## config.mk

```make
export PLATFORM = sky130hd
export DESIGN_NAME = cms_trace_stream_serializer
export DESIGN_NICKNAME = d
export VERILOG_FILES = /design/src/rtl/continuous_monitoring_system_pkg.sv /design/src/rtl/cms_packet_fifo.sv /design/src/rtl/cms_trace_stream_serializer.sv
export SDC_FILE = /design/constraint.sdc
export NUM_CORES = 2
export LEC_CHECK = 0
export BUFFER_PORTS_ARGS = -buffer_cell sky130_fd_sc_hd__buf_2
export CAP_MARGIN = 5
export CORE_ASPECT_RATIO = 1.25
export CORE_MARGIN = 10
export CORE_UTILIZATION = 60
export CTS_BUF_LIST = sky130_fd_sc_hd__clkbuf_16
export CTS_CLUSTER_SIZE = 28
export DETAILED_ROUTE_END_ITERATION = 12
export HOLD_SLACK_MARGIN = 0.06
export PLACE_DENSITY = 0.79
export SETUP_SLACK_MARGIN = 0.05
export SYNTH_ARGS = -nofsm -noshare
export SYNTH_HDL_FRONTEND = slang
export SYNTH_MEMORY_MAX_BITS = 65536
export SYNTH_SLANG_ARGS = --single-unit
```

## constraint.sdc

```tcl
create_clock -name clk -period 29.5 [get_ports clk]
set_input_delay 7.375 -clock clk [delete_from_list [all_inputs] [get_ports clk]]
set_output_delay 7.375 -clock clk [all_outputs]
set_load 0.03 [all_outputs]
```

## src/rtl/continuous_monitoring_system_pkg.sv

```systemverilog
// Shared constants and helpers for the continuous monitoring system.
// The trace serializer pulls its default widths and depth from here.
package continuous_monitoring_system_pkg;

  localparam int unsigned AXI_DATA_WIDTH        = 1024;
  localparam int unsigned CMS_SERIAL_OUT_WIDTH  = 64;
  localparam int unsigned CMS_SERIAL_FIFO_DEPTH = 4;

  // Narrow beats needed to replay one wide packet; 0 flags a bad configuration.
  function automatic int unsigned cms_beats(input int unsigned in_w, input int unsigned out_w);
    if (out_w == 0) begin
      return 0;
    end
    return in_w / out_w;
  endfunction

endpackage

```

## src/rtl/cms_packet_fifo.sv

```systemverilog
// Count-based packet FIFO: one wide entry per push, head entry visible on rdata.
// Storage is deliberately left out of reset; only pointers and count clear.
module cms_packet_fifo #(
  parameter int unsigned Width = 65,
  parameter int unsigned Depth = 4
) (
  input  logic                     clk,
  input  logic                     rst,
  input  logic                     push,
  input  logic [Width-1:0]         wdata,
  input  logic                     pop,
  output logic [Width-1:0]         rdata,
  output logic                     full,
  output logic                     empty,
  output logic [$clog2(Depth):0]   count
);

  localparam int unsigned PtrW = $clog2(Depth);
  localparam int unsigned CntW = $clog2(Depth) + 1;

  logic [Width-1:0] mem_q [Depth];
  logic [PtrW-1:0]  wr_ptr_q, wr_ptr_d;
  logic [PtrW-1:0]  rd_ptr_q, rd_ptr_d;
  logic [CntW-1:0]  count_q, count_d;

  assign full  = (count_q == CntW'(Depth));
  assign empty = (count_q == '0);
  assign count = count_q;
  assign rdata = mem_q[rd_ptr_q];

  always_comb begin
    wr_ptr_d = wr_ptr_q;
    rd_ptr_d = rd_ptr_q;
    count_d  = count_q;
    if (push) begin
      wr_ptr_d = (wr_ptr_q == PtrW'(Depth - 1)) ? '0 : wr_ptr_q + 1'b1;
    end
    if (pop) begin
      rd_ptr_d = (rd_ptr_q == PtrW'(Depth - 1)) ? '0 : rd_ptr_q + 1'b1;
    end
    case ({push, pop})
      2'b10:   count_d = count_q + 1'b1;
      2'b01:   count_d = count_q - 1'b1;
      default: count_d = count_q;
    endcase
  end

  always_ff @(posedge clk or posedge rst) begin
    if (rst) begin
      wr_ptr_q <= '0;
      rd_ptr_q <= '0;
      count_q  <= '0;
    end else begin
      wr_ptr_q <= wr_ptr_d;
      rd_ptr_q <= rd_ptr_d;
      count_q  <= count_d;
    end
  end

  always_ff @(posedge clk) begin
    if (push) begin
      mem_q[wr_ptr_q] <= wdata;
    end
  end

  a_no_overflow:  assert property (@(posedge clk) disable iff (rst) !(push && full && !pop));
  a_no_underflow: assert property (@(posedge clk) disable iff (rst) !(pop && empty));
  a_count_range:  assert property (@(posedge clk) disable iff (rst) count_q <= CntW'(Depth));

endmodule

```

## src/rtl/cms_trace_stream_serializer.sv

```systemverilog
// Buffers wide trace packets and replays each as IN_WIDTH/OUT_WIDTH narrow AXI-Stream
// beats, LSB slice first, with tlast on the final beat of packets that carried tlast.
module cms_trace_stream_serializer
  import continuous_monitoring_system_pkg::*;
#(
  parameter int unsigned IN_WIDTH   = AXI_DATA_WIDTH,
  parameter int unsigned OUT_WIDTH  = CMS_SERIAL_OUT_WIDTH,
  parameter int unsigned FIFO_DEPTH = CMS_SERIAL_FIFO_DEPTH
) (
  input  logic                          clk,
  input  logic                          rst,
  input  logic                          S_AXIS_tvalid,
  output logic                          S_AXIS_tready,
  input  logic [IN_WIDTH-1:0]           S_AXIS_tdata,
  input  logic                          S_AXIS_tlast,
  output logic                          M_AXIS_tvalid,
  input  logic                          M_AXIS_tready,
  output logic [OUT_WIDTH-1:0]          M_AXIS_tdata,
  output logic                          M_AXIS_tlast,
  output logic [$clog2(FIFO_DEPTH):0]   fifo_count,
  output logic [31:0]                   packets_sent
);

  localparam int unsigned BEATS  = cms_beats(IN_WIDTH, OUT_WIDTH);
  localparam int unsigned BEAT_W = (BEATS > 1) ? $clog2(BEATS) : 1;

  if (BEATS == 0 || (IN_WIDTH % OUT_WIDTH) != 0) begin : g_bad_width
    $error("IN_WIDTH must be a nonzero integer multiple of OUT_WIDTH");
  end
  if (FIFO_DEPTH < 2 || (FIFO_DEPTH & (FIFO_DEPTH - 1)) != 0) begin : g_bad_depth
    $error("FIFO_DEPTH must be a power of two and at least 2");
  end

  logic                              fifo_push, fifo_pop;
  logic                              fifo_full, fifo_empty;
  logic [IN_WIDTH:0]                 head;
  logic [BEATS-1:0][OUT_WIDTH-1:0]   head_beats;
  logic                              head_last;
  logic                              beat_hs, last_beat;
  logic [BEAT_W-1:0]                 beat_idx_q, beat_idx_d;
  logic [31:0]                       packets_sent_q, packets_sent_d;

  // A pop that frees the last slot does not open tready until the next cycle.
  assign S_AXIS_tready = ~fifo_full;
  assign fifo_push     = S_AXIS_tvalid & ~fifo_full;

  cms_packet_fifo #(
    .Width (IN_WIDTH + 1),
    .Depth (FIFO_DEPTH)
  ) u_fifo (
    .clk   (clk),
    .rst   (rst),
    .push  (fifo_push),
    .wdata ({S_AXIS_tlast, S_AXIS_tdata}),
    .pop   (fifo_pop),
    .rdata (head),
    .full  (fifo_full),
    .empty (fifo_empty),
    .count (fifo_count)
  );

  assign head_beats = head[IN_WIDTH-1:0];
  assign head_last  = head[IN_WIDTH];
  assign last_beat  = (beat_idx_q == BEAT_W'(BEATS - 1));

  assign M_AXIS_tvalid = ~fifo_empty;
  assign beat_hs       = M_AXIS_tvalid & M_AXIS_tready;
  assign fifo_pop      = beat_hs & last_beat;

  always_comb begin
    M_AXIS_tdata = '0;
    if (!fifo_empty) begin
      M_AXIS_tdata = head_beats[beat_idx_q];
    end
  end

  assign M_AXIS_tlast = M_AXIS_tvalid & last_beat & head_last;
  assign packets_sent = packets_sent_q;

  always_comb begin
    beat_idx_d     = beat_idx_q;
    packets_sent_d = packets_sent_q;
    if (beat_hs) begin
      if (last_beat) begin
        beat_idx_d     = '0;
        packets_sent_d = packets_sent_q + 32'd1;
      end else begin
        beat_idx_d = beat_idx_q + 1'b1;
      end
    end
  end

  always_ff @(posedge clk or posedge rst) begin
    if (rst) begin
      beat_idx_q     <= '0;
      packets_sent_q <= '0;
    end else begin
      beat_idx_q     <= beat_idx_d;
      packets_sent_q <= packets_sent_d;
    end
  end

  // Stalled beats must hold steady until accepted.
  a_stable_stall: assert property (@(posedge clk) disable iff (rst)
    (M_AXIS_tvalid && !M_AXIS_tready) |=> (M_AXIS_tvalid && $stable(M_AXIS_tdata)
                                            && $stable(M_AXIS_tlast)));
  a_tlast_valid:  assert property (@(posedge clk) disable iff (rst)
    M_AXIS_tlast |-> M_AXIS_tvalid);

endmodule

```

==> Word-level counts from Yosys, hierarchy flattened <==
Memories as Yosys holds them, arrays and structs flattened.
Cells that the tools add are included.
W data, S select, Z words.
{ "classes": {"addsub": 6, "n_lt_le_gt_ge": 1, "eq_ne": 6, "n_mux": 9, "bitwise_logic": 7, "reduce_logical": 3} }
{ "ops": {"columns": ["cell", "n"], "rows": [
  ["$bmux W64 S4", 1],
  ["$mux W64", 2],
  ["$add A32 B1 Y32 const B", 1],
  ["$eq A2 B2 Y1 const B", 3],
  ["$pmux W3 S2", 1],
  ["$and A1 B1 Y1", 5],
  ["$lt A4 B5 Y1 const B", 1],
  ["$add A2 B1 Y2 const B", 2],
  ["$add A4 B1 Y4 const B", 1],
  ["$eq A4 B4 Y1 const B", 1],
  ["$mux W2", 2],
  ["$mux W4", 1],
  ["$add A3 B1 Y3 const B", 1],
  ["$eq A3 B3 Y1 const B", 1],
  ["$logic_not A3 Y1", 1],
  ["$sub A3 B1 Y3 const B", 1],
  ["$eq A2 B1 Y1 const B", 1],
  ["$mux W1", 2],
  ["$not A1 Y1", 2],
  ["$reduce_and A2 Y1", 1],
  ["$reduce_bool A2 Y1", 1]
]} }
{ "word_totals": {"ff_bits": 43, "mem_bits_rw": 4100, "inputBits": 1029, "wordCells": 38, "mem_count": 1} }
{ "memory_table": {"columns": ["name", "depth", "width", "read_ports", "rd_clocked_by_memory_dff", "wr", "line_no", "source"], "rows": [
  ["u_fifo.mem_q", 4, 1025, 1, 0, 1, "cms_packet_fifo.sv:21", "logic [Width-1:0] mem_q [Depth];"]
]} }

==> Depth between registers and ports, before layout <==
{ "logic_depth": {"depth_word": 6, "mapped_depth": 10, "mapped_depth_nobuf": 9} }

==> Modules after synthesis <==
A second synthesis with hierarchy kept.
{ "hier_totals": {"cells_unflattened": 6360, "area_unflattened_um2": 157652.5} }
{ "modules_own_cells": {"columns": ["mod", "instances", "cells_per_inst", "area_each_um2", "seq_area_each_um2"], "rows": [
  ["cms_packet_fifo", 1, 5392, 147775.5, 123293.2],
  ["cms_trace_stream_serializer", 1, 968, 9877.0, 900.9]
]} }

==> Worst setup path before layout <==
OpenSTA, ideal clock, no wires.
{ "synth_path": {"path_type": "input port to flip-flop", "startpoint": "input port S_AXIS_tvalid", "endpoint": "memory u_fifo.mem_q[3][0] in the netlist's numbering (enable)", "setup_time_ns": 1.541, "t_arrival_ns": 30.585, "slack_ns": -2.626, "stages": 1, "path_cell_list": "and3_1"} }
{ "synth_via": {"elab_chain_len": 3} }
{ "synth_lines": {"columns": ["element", "line_no", "source"], "rows": [
  ["from (decl)", "cms_trace_stream_serializer.sv:12", "input logic S_AXIS_tvalid,"],
  ["$and A1 B1 Y1", "cms_trace_stream_serializer.sv:45", "assign fifo_push = S_AXIS_tvalid & ~fifo_full;"],
  ["$mux W1", "cms_packet_fifo.sv:61", "if (push) begin"],
  ["$mux W1 (implied by the code)", "cms_packet_fifo.sv:62", "mem_q[wr_ptr_q] <= wdata;"],
  ["to (decl)", "cms_packet_fifo.sv:21", null]
]} }
No other way between the ends.

==> Final worst setup path <==
{ "layout_path": {"startpoint": "register u_fifo.rd_ptr_q[0]", "endpoint": "output port M_AXIS_tdata[11]"} }
{ "layout_via": {"elab_chain_len": 4} }
{ "layout_lines": {"columns": ["element", "line_no", "source"], "rows": [
  ["from (decl)", "cms_packet_fifo.sv:23", "logic [PtrW-1:0] rd_ptr_q, rd_ptr_d;"],
  ["from (signal assigned)", "cms_packet_fifo.sv:55", "rd_ptr_q <= rd_ptr_d;"],
  ["$mem_v2 Z4 W1025", null, null],
  ["$bmux W64 S4", "cms_trace_stream_serializer.sv:73", "M_AXIS_tdata = head_beats[beat_idx_q];"],
  ["$mux W64 (implied by the code)", "cms_trace_stream_serializer.sv:73", null],
  ["$mux W64", "cms_trace_stream_serializer.sv:72", "if (!fifo_empty) begin"],
  ["to (decl)", "cms_trace_stream_serializer.sv:18", "output logic [OUT_WIDTH-1:0] M_AXIS_tdata,"]
]} }
No other way between the ends. The select of a mux whose other input is x is not followed.

==> impl_summary.txt <==
----------------------------------------------------
[Worst setup path]
  Most frequent CP cell ... buf_4
  Arrival time of data at the critical path endpoint ... 7.00 ns
  Cell chain of the critical path ... buf_4, buf_12, buf_4, buf_4, mux4_2, a21oi_1, o21ai_0, a32o_1, buf_2
  Max incr delay on CP ... 0.98 ns
  Category of the worst setup path capture point ... output pin
  Required time reported for the critical path endpoint ... 22.12 ns
  Critical path launch point type ... flip-flop
  Highest-delay cell along the critical path ... dfrtp_4
  Critical path fanouts, max ... 109
  Critical path class ... reg -> out

[CTS]
  Number of buffers added to fix hold violations after cts ... 0
  Num CTS Buffers ... 384
  Worst-Skew Late Latency ... 0.92 ns
  Number of setup buffers added after CTS ... 0
  Clock Path Buffers ... 4
  TritonCTS Sinks ... 4143
  CTS HTree Levels ... 5
  Root Buffer ... clkbuf_16
  Total of cells resized after clock tree synthesis ... 0
  CTS tree ... built
  Clk slew on worst S/H paths ... 0.06 ns

[Yosys]
  Yosys Warn Count ... 0
  Leading post-synthesis cells by cell area ... edfxtp_1, mux4_2, mux2i_1, dfrtp_1, o221ai_1
  Most area-hungry cell type in the Yosys netlist ... edfxtp_1
  Post-synthesis cell area ... 157700 um^2
  Synthesized area divided by synthesized cell count ... 22.80 um^2
  Most common cell in the netlist ... edfxtp_1
  Post-synthesis sequential element count ... 4143
  Top FF cell, synth ... edfxtp_1
  Share of the synthesized area in the top cell type ... 78.07%
  Commonest cells post-synth ... edfxtp_1, mux4_2, mux2i_1
  Proportion of synthesized flip-flops having asynchronous set or reset ... 1.038%
  Unique masters post-synth ... 54
  Mapped Cells ... 6916
  Part of the Yosys area used for sequential elements ... 78.75%
  Nets in the synthesized netlist ... 7954
  Post-synth EDFFs ... 4100

[Finish]
  Area added between synthesis and finish ... 14.25%
  Fraction of the core area covered by cells at the end of the flow ... 68.84%
  Number of nets at the end of the flow ... 9235
  Share of layout cells above drive strength 1 ... 32.23%

[Timing]
  Shortest period the worst path allows ... 14.38 ns
  Worst max-slew margin expressed relative to the limit ... 4.926%
  RSZ-0062 raised after global routing ... false
  Fin Hold WS ... 0.4676 ns
  Final max-slew violation count ... 0
  Max Clk Rate ... 69.56 MHz
  Setup TNS ... 0 ns
  Setup slack of the critical path after layout ... 15.12 ns
  Setup-violating endpoint count in the final report ... 0
  Worst clock skew ... 0.05594 ns
  Fraction of the cycle the final worst path needs ... 48.74%
  Number of failing hold endpoints at the final stage ... 0
  Transition time at the pin with the least slew margin ... 1.418 ns

[Drt]
  Routed wire length ... 453100 um
  Final routed wire length divided by cell count ... 36.84 um
  Number of optimization iterations in the first detailed-route pass ... 8
  Avg Vias per Cell ... 6.684
  Number of DRC markers in iteration 0 ... 11140
  Number of nets with antenna violations after routing ... 0
  DRC viols ... 0
  Total number of vias ... 82210

[Floorplanning]
  Die extent in x ... 478.6 um
  Top-level port count ... 1131
  Die Span Y ... 593.2 um
  Number of cell rows ... 210
  Die ar. ... 283900 um^2
  Starting density of the core ... 60.26%
  Placeable core region ... 261700 um^2

[Run status]
  Run status ... finished, final reports clean

[Flow run]
  # Max-Cap Violations ... 0

[Hold path]
  Worst hold path class ... reg -> reg

[Placement]
  Worst setup slack after placement ... 15.99 ns
  IO Port Bufs ... 1130
  Post-DP HPWL ... 290600 um
  Final estimated routing congestion in global placement ... 0.8723

[Power]
  Static power due to leakage ... 58.88 nW
  PnR Total Power ... 17.99 mW
  Ratio of total power to cell area ... 99.87 nW/um^2
  Worst vdd ir ... 0.1187 mV

[GRT]
  Sum of overflow across all layers after global routing ... 0
  First-pass GRT wire length ... 622800 um
  Overall Global Routing Usage ... 31.04%
  Antenna violations before repair ... 479
  Via count of the first global-routing pass ... 82020
  Maximum number of pins on one net before global-route repair ... 169

----------------------------------------------------
-- cell families after synthesis --
group           share of synthesized area, %
flops                                  78.75
mux                                    16.08
compound gates                         3.151
buf+inv                                1.327
simple gates                          0.4165
xor+xnor                              0.1944
fa+ha+maj                            0.07617
-- cell type report --
class	instances	area, um^2
flip-flops and latches	4143	124200
fillers	15470	81530
multi-input cells	2364	31580
clock buffers	389	9734
repair buffers	1292	7147
well taps	3498	4377
clock inverters	308	2335
diodes	293	733.2
inverters	12	47.55
-- power breakdown --
group,leakage (nW),internal (mW),total [mW],switching (mW)
clock network,6.26,2.65,4.79,2.14
registers,38.1,7.74,8.07,0.326
logic,14.5,1.73,5.14,3.41
total,58.9,12.1,18.0,5.87
-- state kept, by name, indices dropped and copies added (netlist names) --
signal,flops
beat_idx_q,4
packets_sent,32
u_fifo.count,3
u_fifo.mem_q,4100
u_fifo.rd_ptr_q,2
u_fifo.wr_ptr_q,2
-- critical path, delay by kind of cell (launching register included) --
family / cells / cell delay [ns]
muxes: 1 / 0.60
DFF: 1 / 0.98
buffers and inverters: 5 / 3.33
AOI/OAI and AO/OA: 3 / 0.93
-- metrics by stage --
stage | area [um^2] | cells
finish | 180200 | 12300
global route | 179900 | 12180
CTS | 179400 | 12010
detailed placement | 167400 | 11310
global placement | 167400 | 11310
floorplan | 157700 | 6916
-- path summary, 6_finish.rpt --
check                                          startpoint                             end  slack, ns  cells after the start
max                        u_fifo.rd_ptr_q[0]$_DFFE_PP0P_                M_AXIS_tdata[11]      15.12                      9
min                          packets_sent[31]$_DFFE_PP0P_    packets_sent[31]$_DFFE_PP0P_       0.47                      1
max reg2reg                   u_fifo.count[1]$_DFFE_PP0P_  u_fifo.mem_q[0][223]$_DFFE_PP_      23.03                      8
min reg2reg                  packets_sent[31]$_DFFE_PP0P_    packets_sent[31]$_DFFE_PP0P_       0.47                      1
max in group asynchronous                             rst       beat_idx_q[0]$_DFFE_PP0P_      21.92                      2
min in group asynchronous                             rst    packets_sent[22]$_DFFE_PP0P_       6.75                      2
-- cell usage in the layout, fill, tap and decap left out, drive strengths merged, types with 7 or more instances in the layout --
cell type,n
o221ai,117
a22o,32
nand2,33
mux2,7
a21oi,125
edfxtp,4100
clkbuf,389
a221oi,18
o22ai,108
a2111oi,16
buf,1292
mux4,859
dfrtp,43
ha,8
bufinv,28
nand3,16
nor3,10
diode,293
nor2,38
a32o,27
clkinv,165
o21ai,148
clkinvlp,14
inv,113
a211oi,89
nand4,7
mux2i,593
xor2,16
o211ai,18
xnor2,19
-- per-layer routing --
| metal | wire [um] | GRT usage (%) |
|---|---|---|
| met5 | 1533 | 0 |
| met4 | 36680 | 21.48 |
| met3 | 52260 | 9.929 |
| met2 | 218600 | 48.59 |
| met1 | 144000 | 36.94 |
Note: power is estimated with default switching activity, not from simulation.
